## src/rtl/ats21_pkg.sv

```systemverilog
// rtl/ats21_pkg.sv - shared opcodes, field positions and mode register layout for the ATS command arbiter
package ats21_pkg;

  localparam int DEF_NUM_CLOCKS = 16;
  localparam int DEF_NUM_ALARMS = 24;

  typedef enum logic [2:0] {
    OP_NOP     = 3'b000,
    OP_CLK_SET = 3'b001,
    OP_CLK_ADJ = 3'b010,
    OP_MODE    = 3'b011,
    OP_RSVD    = 3'b100,
    OP_ALM_SET = 3'b101,
    OP_ALM_CLR = 3'b110,
    OP_ALM_ARM = 3'b111
  } opcode_e;

  // Field positions inside the assembled 32-bit instruction.
  localparam int OP_MSB        = 31;
  localparam int OP_LSB        = 29;
  localparam int ACTIVE_BIT    = 28;
  localparam int ALLOW_CLK_BIT = 27;
  localparam int ALLOW_ALM_BIT = 25;
  localparam int CLK_IDX_MSB   = 28;
  localparam int CLK_IDX_LSB   = 25;
  localparam int ALM_IDX_MSB   = 28;
  localparam int ALM_IDX_LSB   = 24;

  typedef struct packed {
    logic active;
    logic allow_clk_a;
    logic allow_clk_b;
    logic allow_alm_a;
    logic allow_alm_b;
  } mode_t;

  localparam mode_t MODE_RESET = mode_t'(5'b11111);

  // Resource key from the top instruction byte: clock ops and alarm ops live in
  // separate halves of the key space so a clock never collides with an alarm.
  function automatic logic [5:0] res_key(input logic [7:0] top_byte);
    logic [2:0] op;
    op = top_byte[7:5];
    if (op == OP_CLK_SET || op == OP_CLK_ADJ)
      return {2'b00, top_byte[4:1]};
    return {1'b1, top_byte[4:0]};
  endfunction

endpackage

```

## src/rtl/ats_client_fsm.sv

```systemverilog
// rtl/ats_client_fsm.sv - per-client two-beat instruction assembler and validator
module ats_client_fsm
  import ats21_pkg::*;
#(
  parameter int NUM_CLOCKS = DEF_NUM_CLOCKS,
  parameter int NUM_ALARMS = DEF_NUM_ALARMS
) (
  input  logic        clk_1x,
  input  logic        reset,
  input  logic        req,
  input  logic [15:0] ctrl,
  input  logic        active,
  input  logic        allow_clk,
  input  logic        allow_alm,
  input  logic        fin_ack,
  input  logic        fin_nack,
  output logic        busy,
  output logic        ack,
  output logic        nack,
  output logic        pend,
  output logic        ok,
  output logic        is_mode,
  output logic [5:0]  key,
  output logic [31:0] instr
);

  typedef enum logic [1:0] {ST_IDLE, ST_HI, ST_PEND} state_e;

  state_e     state;
  logic [2:0] op;
  logic [3:0] clk_idx;
  logic [4:0] alm_idx;
  logic       is_clk;
  logic       is_alm;
  logic       clk_in_range;
  logic       alm_in_range;

  assign busy = (state != ST_IDLE);
  assign pend = (state == ST_PEND);
  assign key  = res_key(instr[31:24]);

  // Decode the held instruction; only meaningful while pending.
  always_comb begin
    op           = instr[OP_MSB:OP_LSB];
    clk_idx      = instr[CLK_IDX_MSB:CLK_IDX_LSB];
    alm_idx      = instr[ALM_IDX_MSB:ALM_IDX_LSB];
    is_clk       = (op == OP_CLK_SET) || (op == OP_CLK_ADJ);
    is_alm       = (op == OP_ALM_SET) || (op == OP_ALM_CLR) || (op == OP_ALM_ARM);
    is_mode      = (op == OP_MODE);
    clk_in_range = ({28'd0, clk_idx} < 32'(NUM_CLOCKS));
    alm_in_range = ({27'd0, alm_idx} < 32'(NUM_ALARMS));
    ok           = is_mode ||
                   (active && ((is_clk && allow_clk && clk_in_range) ||
                               (is_alm && allow_alm && alm_in_range)));
  end

  // Assembler FSM: upper beat, lower beat, then wait for the arbiter's verdict.
  always_ff @(posedge clk_1x or posedge reset) begin
    if (reset) begin
      state <= ST_IDLE;
      instr <= '0;
      ack   <= 1'b0;
      nack  <= 1'b0;
    end else begin
      ack  <= 1'b0;
      nack <= 1'b0;
      case (state)
        ST_IDLE: begin
          if (req && (ctrl[15:13] != OP_NOP)) begin
            instr[31:16] <= ctrl;
            state        <= ST_HI;
          end
        end
        ST_HI: begin
          if (req) begin
            instr[15:0] <= ctrl;
            state       <= ST_PEND;
          end else begin
            nack  <= 1'b1;
            state <= ST_IDLE;
          end
        end
        ST_PEND: begin
          if (fin_ack) begin
            ack   <= 1'b1;
            state <= ST_IDLE;
          end else if (fin_nack) begin
            nack  <= 1'b1;
            state <= ST_IDLE;
          end
        end
        default: state <= ST_IDLE;
      endcase
    end
  end

endmodule

```

## src/rtl/ats_cmd_arbiter.sv

```systemverilog
// rtl/ats_cmd_arbiter.sv - two-client instruction arbiter onto a single downstream command port
module ats_cmd_arbiter
  import ats21_pkg::*;
#(
  parameter int NUM_CLOCKS = DEF_NUM_CLOCKS,
  parameter int NUM_ALARMS = DEF_NUM_ALARMS
) (
  input  logic        clk_1x,
  input  logic        reset,
  input  logic        req_a,
  input  logic        req_b,
  input  logic [15:0] ctrl_a,
  input  logic [15:0] ctrl_b,
  output logic        busy_a,
  output logic        busy_b,
  output logic        ack_a,
  output logic        ack_b,
  output logic        nack_a,
  output logic        nack_b,
  output logic        cmd_valid,
  input  logic        cmd_ready,
  output logic [31:0] cmd_data,
  output logic        cmd_src,
  output logic [4:0]  mode
);

  mode_t       mode_q;
  logic        rr;
  logic        lock_v;
  logic        lock_src;
  logic        pend_a, pend_b, ok_a, ok_b, is_mode_a, is_mode_b;
  logic [5:0]  key_a, key_b;
  logic [31:0] instr_a, instr_b;
  logic        val_a, val_b, fwd_a, fwd_b, md_a, md_b, fail_a, fail_b;
  logic        sel, clash, hs;
  logic        fin_ack_a, fin_ack_b, fin_nack_a, fin_nack_b;

  assign mode = mode_q;

  ats_client_fsm #(.NUM_CLOCKS(NUM_CLOCKS), .NUM_ALARMS(NUM_ALARMS)) u_client_a (
    .clk_1x(clk_1x), .reset(reset), .req(req_a), .ctrl(ctrl_a),
    .active(mode_q.active), .allow_clk(mode_q.allow_clk_a), .allow_alm(mode_q.allow_alm_a),
    .fin_ack(fin_ack_a), .fin_nack(fin_nack_a),
    .busy(busy_a), .ack(ack_a), .nack(nack_a), .pend(pend_a), .ok(ok_a),
    .is_mode(is_mode_a), .key(key_a), .instr(instr_a)
  );

  ats_client_fsm #(.NUM_CLOCKS(NUM_CLOCKS), .NUM_ALARMS(NUM_ALARMS)) u_client_b (
    .clk_1x(clk_1x), .reset(reset), .req(req_b), .ctrl(ctrl_b),
    .active(mode_q.active), .allow_clk(mode_q.allow_clk_b), .allow_alm(mode_q.allow_alm_b),
    .fin_ack(fin_ack_b), .fin_nack(fin_nack_b),
    .busy(busy_b), .ack(ack_b), .nack(nack_b), .pend(pend_b), .ok(ok_b),
    .is_mode(is_mode_b), .key(key_b), .instr(instr_b)
  );

  // Arbitration and verdicts; a command already on the port stays valid and
  // selected until it handshakes, even if the mode register changes under it.
  always_comb begin
    val_a      = pend_a && (ok_a || (lock_v && !lock_src));
    val_b      = pend_b && (ok_b || (lock_v && lock_src));
    fwd_a      = val_a && !is_mode_a;
    fwd_b      = val_b && !is_mode_b;
    md_a       = val_a && is_mode_a;
    md_b       = val_b && is_mode_b;
    fail_a     = pend_a && !val_a;
    fail_b     = pend_b && !val_b;
    if (lock_v)
      sel = lock_src;
    else if (fwd_a && fwd_b)
      sel = rr;
    else
      sel = !fwd_a;
    cmd_valid  = fwd_a || fwd_b;
    clash      = fwd_a && fwd_b && (key_a == key_b);
    hs         = cmd_valid && cmd_ready;
    fin_ack_a  = (hs && !sel) || (md_a && !md_b);
    fin_ack_b  = (hs && sel) || (md_b && !md_a);
    fin_nack_a = fail_a || (md_a && md_b) || (clash && sel);
    fin_nack_b = fail_b || (md_a && md_b) || (clash && !sel);
    cmd_src    = cmd_valid && sel;
    cmd_data   = !cmd_valid ? 32'd0 : (sel ? instr_b : instr_a);
  end

  // Round-robin pointer, presentation lock and mode register. Client A owns the
  // global active bit; client B may only change its own allow bits.
  always_ff @(posedge clk_1x or posedge reset) begin
    if (reset) begin
      rr       <= 1'b0;
      lock_v   <= 1'b0;
      lock_src <= 1'b0;
      mode_q   <= MODE_RESET;
    end else begin
      if (hs)
        rr <= !sel;
      lock_v   <= cmd_valid && !cmd_ready;
      lock_src <= sel;
      if (md_a && !md_b) begin
        mode_q.active      <= instr_a[ACTIVE_BIT];
        mode_q.allow_clk_a <= instr_a[ALLOW_CLK_BIT];
        mode_q.allow_alm_a <= instr_a[ALLOW_ALM_BIT];
      end
      if (md_b && !md_a) begin
        mode_q.allow_clk_b <= instr_b[ALLOW_CLK_BIT];
        mode_q.allow_alm_b <= instr_b[ALLOW_ALM_BIT];
      end
    end
  end

endmodule

```

## config.mk

```make
export PLATFORM = sky130hd
export DESIGN_NAME = ats_cmd_arbiter
export DESIGN_NICKNAME = d
export VERILOG_FILES = /design/src/rtl/ats21_pkg.sv /design/src/rtl/ats_client_fsm.sv /design/src/rtl/ats_cmd_arbiter.sv
export SDC_FILE = /design/constraint.sdc
export NUM_CORES = 1
export LEC_CHECK = 0
export CAP_MARGIN = 5
export CORE_ASPECT_RATIO = 0.75
export CORE_MARGIN = 3
export CORE_UTILIZATION = 46
export CTS_BUF_LIST = sky130_fd_sc_hd__clkbuf_8
export CTS_CLUSTER_SIZE = 28
export DETAILED_ROUTE_END_ITERATION = 10
export PLACE_DENSITY = 0.83
export SETUP_SLACK_MARGIN = 0.02
export SLEW_MARGIN = 20
export SYNTH_ARGS = -nofsm -noshare
export SYNTH_HDL_FRONTEND = slang
export SYNTH_SLANG_ARGS = --single-unit
```

## constraint.sdc

```tcl
create_clock -name clk_1x -period 3.9 [get_ports clk_1x]
set_input_delay 0.78 -clock clk_1x [delete_from_list [all_inputs] [get_ports clk_1x]]
set_output_delay 0.78 -clock clk_1x [all_outputs]
set_load 0.05 [all_outputs]
```

==> key figures <==
Worst setup path
  • Biggest cell delay along the critical path: 0.81 ns
  • Worst-path cell chain: xnor2_1 -> nor3_1 -> or3_1 -> o2111a_2 -> buf_4 -> nor2_1 -> clkdlybuf4s50_1
  • Critical Path AT: 2.94 ns
  • Critical path's slowest cell: clkdlybuf4s50_1
  • Critical path class: reg2out
  • Max FO, Critical Path: 7
  • Critical Path Source Type: flip-flop
  • CP Data Required Time: approximately 3.1 ns
  • CP top delay family: buffers and inverters
  • Buf+Inv Stages, Crit Path: 2
  • Worst setup EP type: primary output

Timing
  • Unrepaired setup endpoints after global routing: false
  • Clock skew: 0.0122 ns
  • Count of final setup violators: 0
  • Crit share post-route: 95.3%
  • Pins Over Slew Limit: 0
  • Slew at the pin closest to its max-slew limit: around 0.90 ns
  • Maximum clock frequency: 269 MHz
  • Final setup TNS: 0 ns
  • Final Hold Violating Endpoints: 0
  • Max_slew headroom: 39.9%
  • Final Critical Period: ~3.7 ns

Pwr
  • Lkg Pwr: approximately 2.4 nW
  • Power Density: roughly 670 nW/um^2
  • Peak supply drop: 0.000307 V

Final layout
  • Diode count: 0
  • Non-filler cells, final: ~540
  • Multi-input logic area: approximately 2000 um^2
  • Layout Utilization: approximately three fifths
  • Post-layout instance area: approximately 5200 um^2
  • Syn-to-layout area delta: 26.1%
  • Register area: 2010 um^2
  • Share of cells above drive strength 1: 25.8%
  • Total Nets Final: around 470
  • Fillers: around 700

Detailed routing
  • Starting DRT DRC Count: approximately 140
  • Avg Vias per Cell: ~5.6
  • Drt wl/cell: around 19 um
  • DR vias: ~3,000
  • First-pass DRT Iterations: 4
  • Final WL: slightly above 10,000 um
  • Antenna-violating nets left: 0
  • DRC: 0

Yosys
  • Synth warn: 0
  • Cell Area, Synth: 4130 um^2
  • Top cells by area, synth: dfrtp_1 45%, mux2_2 19%, mux2i_1 8.2%
  • Post-synthesis xor/xnor area fraction: ~1.7%
  • Cell with the most instances after synthesis: dfrtp_1
  • Simple-gate share of the synthesized area: 8.86%
  • Compound-Gate Fraction of Synth Area: 7.64%
  • Mux share of post-synthesis cell area: 27.1%
  • Syn_nets: 390
  • EDFF count, synth: 0
  • Post-synth top area share: 45.5%
  • Cell count after synthesis: between 300 and 400
  • Area leader, netlist: dfrtp_1
  • Top_reg_cell synth: dfrtp_1
  • Synth cell types: 48
  • Post-synthesis area per instance: 11.9 um^2
  • Seq/Total Area, Yosys: between 40% and 50%
  • Largest family of logic cells by synthesized area: multiplexers
  • Fraction of registers with async set/reset: 100%
  • Top cells by count, synth: 75 x dfrtp_1, 69 x mux2_2, 36 x nor2_1
  • Register bit total from synthesis: 80
  • Synth Area in Adders: 1.82%

Global route
  • Antenna violations before repair: 0
  • Vias in the first global route: 3,109
  • Overall routing resource usage: about a fifth
  • Grt ovf: 0
  • First-pass GRT wire length: around 16,000 um
  • Largest net degree at the start of global routing: 66

CTS
  • TritonCTS clock tree: yes
  • Clock sinks: 80
  • Maximum clock path buffer count: 2
  • Hold_buf cts: 0
  • CTS clock-pin slew for the worst setup and hold paths: about 0.090 ns
  • Clk Latency, worst-skew pair: 0.37 ns
  • CTS buffer count: 9
  • H-tree depth: 3
  • Clock Tree Root: clkbuf_8

Placement
  • IO buf count: slightly above 80
  • DP HPWL: between 7000 and 8000 um
  • Post-Place Cells: around 520
  • Final Wtd Congestion: around 0.94
  • Area after DPL: about 5000 um^2

Floorplan
  • Total Die Area: just over 10,000 um^2
  • FP Rows: 29
  • Initial Utilization: between 40% and 50%
  • Die height: around 90 um
  • I/O pin cnt: 82
  • Core area: ~8600 um^2
  • Die width: about 120 um

Hold path
  • Hold WC Path Type: reg2reg

Run status
  • Status: completed

Flow run
  • Maxcap violations: 0
## power breakdown
group          total [mW]  switching (mW)  internal, mW  leakage, nW
combinational        1.41           0.705         0.704         1.37
clock               0.561           0.311         0.251       0.0968
sequential           1.54           0.303          1.24        0.948
total                3.51            1.32          2.19         2.41
## state kept, by name, indices dropped and copies added (netlist names), 2 cells and up
name	cells
u_client_a.instr	32
u_client_b.state	2
u_client_a.state	2
u_client_b.instr	32
mode	5
## per-layer routing
metal	vias up	part of all wire (%)	global-route usage, %
met1	1515	47	29.6
met5	-	0	0
met3	9	5.6	5.80
met4	0	0.76	3.30
met2	90	46	33.1
li1	1385	-	-
## cells by family (layout without fill, tap and decap cells)
kind of cell | after synthesis | in the layout
muxes | 103 | 103
DFF | 80 | 80
and+or+nand+nor | 79 | 79
AOI/OAI and AO/OA | 39 | 39
buffers and inverters | 32 | 115
xor gates and xnor gates | 8 | 8
adders and majority gates | 6 | 6
## worst paths after layout
path / from / to / slack [ns] / cells past startpoint
setup / recovery: u_client_a.instr[29]$_DFFE_PP0P_ / cmd_src / 0.18 / 7
hold / removal: u_client_a.instr[1]$_DFFE_PP0P_ / u_client_a.instr[1]$_DFFE_PP0P_ / 0.51 / 1
setup reg to reg: u_client_a.instr[29]$_DFFE_PP0P_ / u_client_a.state[1]$_DFFE_PP0P_ / 1.75 / 6
hold reg to reg: u_client_a.instr[1]$_DFFE_PP0P_ / u_client_a.instr[1]$_DFFE_PP0P_ / 0.51 / 1
max in group asynchronous: reset / u_client_a.instr[2]$_DFFE_PP0P_ / 2.25 / 3
min in group asynchronous: reset / u_client_b.instr[3]$_DFFE_PP0P_ / 0.90 / 2
## area by class of cell
class / instances / share of cell area, %
inverter: 11 / 0.842
clock buffer: 10 / 2.65
multi-input combinational: 235 / 37.4
timing repair buffer: 88 / 17.1
clock inverter: 6 / 0.794
sequential: 80 / 38.6
tap: 108 / 2.60
## per-stage QoR
stage / total power [mW] / hold WS (ns) / setup WS [ns]
finish: 3.51 / 0.509 / 0.184
floorplan: 2.57 / 0.479 / 0.822
global placement: 2.89 / 0.487 / 0.381
global route: 3.74 / 0.517 / 0.0689
CTS: 3.53 / 0.514 / 0.0212
detailed placement: 2.96 / 0.494 / 0.388
## layout by cell type (no fill, tap or decap), types with 5 or more instances in the layout
| cell | synthesis | layout |
|---|---|---|
| nor2_1 | 36 | 35 |
| clkdlybuf4s50_1 | 0 | 49 |
| dlygate4sd2_1 | 0 | 14 |
| nand3_1 | 7 | 7 |
| mux2i_1 | 34 | 34 |
| dlymetal6s2s_1 | 0 | 15 |
| dfstp_2 | 5 | 5 |
| mux2_2 | 69 | 69 |
| xor2_1 | 5 | 5 |
| dfrtp_1 | 75 | 75 |
| buf_4 | 5 | 9 |
| ha_1 | 6 | 6 |
| inv_1 | 9 | 8 |
| nand2_1 | 15 | 15 |
| clkbuf_8 | 0 | 10 |
| a21oi_1 | 7 | 7 |
## what timing repair did
action | in CTS | in global routing
endpoints found under the setup margin | 14 | 15
hold endpoints to repair | 0 | 0
buffers inserted | 0 | 0
gates resized for setup | 14 | 15
No activity file was read; power rests on OpenSTA's default activity.
